**config.mk**
```make
export PLATFORM = sky130hd
export DESIGN_NAME = msxbus_sequencer
export DESIGN_NICKNAME = d
export VERILOG_FILES = /design/src/rtl/msxbus_pkg.sv /design/src/rtl/msxbus_ctrlword.sv /design/src/rtl/msxbus_sequencer.sv
export SDC_FILE = /design/constraint.sdc
export NUM_CORES = 1
export LEC_CHECK = 0
export BUFFER_PORTS_ARGS = -buffer_cell sky130_fd_sc_hd__buf_2
export CAP_MARGIN = 20
export CORE_MARGIN = 2
export CORE_UTILIZATION = 54
export CTS_CLUSTER_SIZE = 25
export DETAILED_ROUTE_END_ITERATION = 16
export HOLD_SLACK_MARGIN = 0.05
export PLACE_DENSITY = 0.78
export SYNTH_ARGS = -nofsm -noshare
export SYNTH_HDL_FRONTEND = slang
export SYNTH_HIERARCHICAL = 1
export SYNTH_SLANG_ARGS = --single-unit
```
**constraint.sdc**
```tcl
create_clock -name clk -period 2 [get_ports clk]
set_input_delay 0.5 -clock clk [delete_from_list [all_inputs] [get_ports clk]]
set_output_delay 0.5 -clock clk [all_outputs]
set_load 0.01 [all_outputs]
```
**src/rtl/msxbus_pkg.sv**
```systemverilog
// Shared types and constants for the MSX bus transaction sequencer.
package msxbus_pkg;

    typedef enum logic [2:0] {
        ST_IDLE,
        ST_ADDR,
        ST_SETUP,
        ST_STROBE,
        ST_WAIT,
        ST_SAMPLE,
        ST_RELEASE,
        ST_DONE
    } state_t;

    // Bit positions of the control word driven while a0 = 1.
    localparam int RD_N    = 15;
    localparam int WR_N    = 14;
    localparam int MREQ_N  = 13;
    localparam int IORQ_N  = 12;
    localparam int SLOT_HI = 11;
    localparam int SLOT_LO = 10;
    localparam int RESET_N = 9;
    localparam int M1_N    = 8;

    // Upper control byte with every active-low control negated (reset_n = 1).
    localparam logic [7:0] IDLE_CTRL = 8'hFF;

    typedef struct packed {
        logic        write;
        logic        io;
        logic [1:0]  slot;
        logic        m1;
        logic [15:0] addr;
        logic [7:0]  wdata;
    } req_t;

    function automatic int max_of3(input int a, input int b, input int c);
        int m;
        m = (a > b) ? a : b;
        return (m > c) ? m : c;
    endfunction

endpackage

```
**src/rtl/msxbus_ctrlword.sv**
```systemverilog
// Packs the latched request and current phase into the cs/a0/md word seen by
// the bus I/O block, which samples it on the falling edge after it settles.
module msxbus_ctrlword
    import msxbus_pkg::*;
(
    input  state_t      state,
    input  req_t        req,
    output logic        cs,
    output logic        a0,
    output logic [15:0] md_out,
    output logic        md_oe
);

    logic [15:0] ctrl_word;

    always_comb begin
        // NOTE: every output gets a default before the case so no path infers a latch.
        cs     = 1'b1;
        a0     = 1'b0;
        md_out = '0;
        md_oe  = 1'b0;

        ctrl_word                  = {IDLE_CTRL, (req.write ? req.wdata : 8'h00)};
        ctrl_word[MREQ_N]          = req.io;
        ctrl_word[IORQ_N]          = ~req.io;
        ctrl_word[SLOT_HI:SLOT_LO] = req.slot;
        ctrl_word[M1_N]            = ~(req.m1 & ~req.write);

        case (state)
            ST_ADDR: begin
                // Full address goes out, so the low byte is driven too.
                cs     = 1'b0;
                md_out = req.addr;
                md_oe  = 1'b1;
            end
            ST_SETUP, ST_RELEASE: begin
                cs     = 1'b0;
                a0     = 1'b1;
                md_out = ctrl_word;
                md_oe  = req.write;
            end
            ST_STROBE, ST_WAIT, ST_SAMPLE: begin
                cs     = 1'b0;
                a0     = 1'b1;
                md_out = ctrl_word;
                md_out[req.write ? WR_N : RD_N] = 1'b0;
                md_oe  = req.write;
            end
            ST_DONE: begin
                a0     = 1'b1;
                md_out = {IDLE_CTRL, 8'h00};
            end
            default: ;
        endcase
    end

endmodule

```
**src/rtl/msxbus_sequencer.sv**
```systemverilog
// Host-side MSX bus transaction sequencer: one request at a time, walked through
// address, setup, strobe, wait-extension, sample and release phases.
module msxbus_sequencer
    import msxbus_pkg::*;
#(
    parameter int STROBE_CYCLES = 4,
    parameter int SETUP_CYCLES  = 2,
    parameter int WAIT_TIMEOUT  = 1023
) (
    input  logic        clk,
    input  logic        reset_n,
    input  logic        req_valid,
    output logic        req_ready,
    input  logic        req_write,
    input  logic        req_io,
    input  logic [1:0]  req_slot,
    input  logic        req_m1,
    input  logic [15:0] req_addr,
    input  logic [7:0]  req_wdata,
    output logic        rsp_valid,
    output logic [7:0]  rsp_rdata,
    output logic        rsp_err,
    output logic        cs,
    output logic        a0,
    output logic [15:0] md_out,
    output logic        md_oe,
    input  logic [7:0]  md_in,
    input  logic        rwait
);

    localparam int CNT_W = $clog2(max_of3(STROBE_CYCLES, SETUP_CYCLES, WAIT_TIMEOUT)) + 1;

    localparam logic [CNT_W-1:0] SETUP_LAST  = CNT_W'(SETUP_CYCLES - 1);
    localparam logic [CNT_W-1:0] STROBE_LAST = CNT_W'(STROBE_CYCLES - 1);
    localparam logic [CNT_W-1:0] WAIT_LAST   = CNT_W'(WAIT_TIMEOUT - 1);
    localparam logic [CNT_W-1:0] CNT_ONE     = CNT_W'(1);

    state_t           state;
    req_t             req_q;
    logic [CNT_W-1:0] cnt;
    logic             err_q;
    logic [7:0]       rdata_q;

    always_ff @(posedge clk) begin
        // NOTE: all state here uses non-blocking assignment so every register sees
        // pre-edge values; later assignments in the same pass override earlier ones.
        if (!reset_n) begin
            state     <= ST_IDLE;
            req_q     <= '0;
            cnt       <= '0;
            err_q     <= 1'b0;
            rdata_q   <= 8'hFF;
            req_ready <= 1'b0;
            rsp_valid <= 1'b0;
            rsp_err   <= 1'b0;
            rsp_rdata <= 8'hFF;
        end else begin
            rsp_valid <= 1'b0;
            case (state)
                ST_IDLE: begin
                    req_ready <= 1'b1;
                    if (req_valid && req_ready) begin
                        req_q <= '{write: req_write, io: req_io, slot: req_slot,
                                   m1: req_m1, addr: req_addr, wdata: req_wdata};
                        req_ready <= 1'b0;
                        err_q     <= 1'b0;
                        rdata_q   <= 8'hFF;
                        cnt       <= '0;
                        state     <= ST_ADDR;
                    end
                end
                ST_ADDR: state <= ST_SETUP;
                ST_SETUP: begin
                    if (cnt == SETUP_LAST) begin
                        cnt   <= '0;
                        state <= ST_STROBE;
                    end else begin
                        cnt <= cnt + CNT_ONE;
                    end
                end
                ST_STROBE: begin
                    if (cnt == STROBE_LAST) begin
                        cnt   <= '0;
                        state <= ST_WAIT;
                    end else begin
                        cnt <= cnt + CNT_ONE;
                    end
                end
                ST_WAIT: begin
                    // rwait is only looked at here; the counter saturates into an abort.
                    if (rwait) begin
                        state <= ST_SAMPLE;
                    end else if (cnt == WAIT_LAST) begin
                        err_q <= 1'b1;
                        state <= ST_RELEASE;
                    end else begin
                        cnt <= cnt + CNT_ONE;
                    end
                end
                ST_SAMPLE: begin
                    if (!req_q.write) rdata_q <= md_in;
                    state <= ST_RELEASE;
                end
                ST_RELEASE: begin
                    rsp_valid <= 1'b1;
                    rsp_err   <= err_q;
                    rsp_rdata <= rdata_q;
                    state     <= ST_DONE;
                end
                ST_DONE: begin
                    req_ready <= 1'b1;
                    state     <= ST_IDLE;
                end
                default: state <= ST_IDLE;
            endcase
        end
    end

    msxbus_ctrlword u_ctrlword (
        .state  (state),
        .req    (req_q),
        .cs     (cs),
        .a0     (a0),
        .md_out (md_out),
        .md_oe  (md_oe)
    );

endmodule

```
==> impl_metrics.yaml <==
sta:
  tightest_slew_ps: 469
  hold_slack_ps: 413
  setup_tns_ps: -35.3
  final.min_clock_period_ps: 2040
  fmax_mhz: 491
  setup_viol: 1
  setup_slack_ps: -35.3
  final-max-slew-violation-count: 0
  fin_crit_sh_pct: 102
  grt_setup_unrepaired: "yes"
  fin_skew_ps: 7.98
  relSlewSlack_pct: 68.7
  hold_violations: 0
global_routing:
  grt_max_degree: 32
  grt_first_pass_wirelength_um: 12900
  track_usage_pct: 24.8
  met1_usage_pct: 32.0
  grt_pass1_vias: 2820
  use_met2_pct: 41.1
  grt_busiest_layer: "met2"
  grtUsageMet3_pct: 5.16
  overflow: 0
  antenna_found_initial: 0
final_layout:
  num_antenna_cells: 0
  design_area_um2: 4210
  post-route-util_pct: 71.5
  fin_cells: 570
  drive_gt1_share_pct: 29.1
  syn_to_final_growth_pct: 28.2
  layout_commonest_cell: "nand2_1"
  layout.nets: 536
  final_cell_mix: "109 x nand2_1, 70 x buf_2, 58 x dfxtp_1, 30 x a21boi_0, 27 x nor2_1"
worst_setup_path:
  rrSetupSlack_ps: 30
  reg2reg_from: "state[0]"
  rr_worst_depth: 6
  cp-end-kind: "output port"
  worstPathMaxFanout: 10
  startpoint_type: "flop"
  r2r-end: "cnt[10]"
  crit_arrival_ps: 1540
  critPathKind: "flop to output port"
  required_ps: 1500
pwr:
  irDropWorstVdd_mv: 0.453
  power_density_nw_per_um2: 725
  finalPower_mw: 3.05
  power.static_leakage_nw: 1.68
floorplanning:
  fp.dieW_um: 82.0
  die_h_um: 82.0
  core_area_um2: 5890
  io_pins: 71
  die_area_um2: 6720
  start_util_pct: 55.8
  rows: 28
place:
  preCtsSetupSlack_ps: -4.22
  io_buffers: 70
  gp_congestion: 0.850
  placed_area_um2: 3770
  hpwl_um: 5120
  dp.cells: 540
clock_tree:
  clock-sinks: 63
  clkTransAtPathRegs_ps: 70
  cts_inserted_buffers: 9
  clock_path_buffers: 2
  clock_latency_ps: 330
  tritoncts: "done"
  cts_root_buf: "clkbuf_8"
  htreeDepth: 3
  hold_buffers: 0
detailed_routing:
  wirelength_um: 8370
  remaining_drc_errors: 0
  drt_pass1_iterations: 5
  drtIter0Drc: 202
  vias: 3240
  ant_nets: 0
  vias_per_cell: 5.68
  wl_per_cell_um: 14.7
synth:
  netlist_instances: 406
  syn_nets: 452
  synth_simple_gate_area_share_pct: 34.3
  synthAdderAreaFrac_pct: 1.91
  avgSynthCellArea_um2: 8.09
  synthDistinctLibCells: 53
  synth_seq_cells: 63
  synth.yosys.seq_area_share_pct: 38.4
  synth-edff-count: 0
  synthFlopType: "dfxtp_1"
  synth_area_um2: 3280
  yosys_warnings: 6
  synth.area.mux_share_pct: 0.343
  synth_top_family_by_area: "simple AND/OR/NAND/NOR gates"
  synth_xor_xnor_area_share_pct: 0
  async_reset_ff_share_pct: 0
  synth_compound_area_share_pct: 19.5
min_path:
  min_from: "req_io"
  holdPathStages: 3
  hold_class: "primary input to flop"
  hold_path_end: "req_q[27]"
run:
  maxCapViolations: 0
outcome:
  status: "complete, but fails checks"
  violations: "negative setup slack"
==> routing by layer <==
layer  part of all wire (%)  routed length, um  up-vias
li1                       -                  -     1593
met4                    1.1                 93        0
met1                     44               3680     1521
met2                     49               4110      114
met5                      0                  0        -
met3                    5.8                485       12
==> worst max-delay path, cell delays in order, from the launching register on <==
cell and delay (ps):
dfxtp_4 370, buf_12 140, or3b_4 390, and3b_1 170, buf_2 130
==> synthesized netlist by cell type, types with 3 or more instances <==
cell type	n	area, um^2
nor2b_1	3	18.8
o21ai_1	3	15.0
clkbuf_1	12	45.0
a221o_1	7	70.1
nand4bb_1	10	113
buf_4	5	37.5
a21boi_0	30	225
nor2_1	27	101
nor3_1	14	70.1
ha_1	5	62.6
inv_1	7	26.3
and2_1	3	18.8
o211ai_1	13	97.6
nand2_1	109	409
nand3_1	16	80.1
buf_2	12	60.1
nand4_1	3	18.8
dfxtp_1	63	1260
o21ai_0	11	55.1
nand4b_1	10	87.6
==> cell families after synthesis <==
group                    after synthesis
AO/OA/AOI/OAI                         81
adder cells (fa/ha/maj)                5
buffers and inverters                 37
flip-flops                            63
multiplexers                           1
AND/OR/NAND/NOR                      219
==> sequential cells by signal, indices dropped and copies added (netlist names) <==
name       count
cnt           11
err_q          1
rdata_q        8
req_q         29
req_ready      1
rsp_err        1
rsp_rdata      8
rsp_valid      1
state          3
==> layout make-up <==
type / count / area (um^2)
clock buffer: 12 / 145
sequential: 63 / 1280
clock inverter: 4 / 55.1
timing repair buffer: 103 / 722
inverter: 7 / 26.3
multi-input combinational: 306 / 1890
tap: 75 / 93.8
fill: 472 / 1680
==> worst max-delay path by stage <==
stage,slack (ps),start,end,depth (start not counted)
2_1_floorplan,150,cnt[1],cnt[10],8
3_3_place_gp,30,rwait,cnt[2],6
3_5_place_dp,-4,rwait,cnt[2],6
4_1_cts,-30,state[2],cs,4
5_1_grt,-80,state[2],cs,4
6_report,-40,state[2],cs,4
==> report_power, final <==
part	switching, mW	internal (mW)	total (mW)
clock network	0.498	0.615	1.11
registers	0.0486	1.31	1.36
logic	0.301	0.276	0.576
==> repair_timing <==
item	CTS	global route
setup endpoints to repair	13	29
pin swaps	2	15
gates resized for setup	8	14
gates cloned	3	0
setup buffers	6	5
Power figures use the tool's default switching activity.
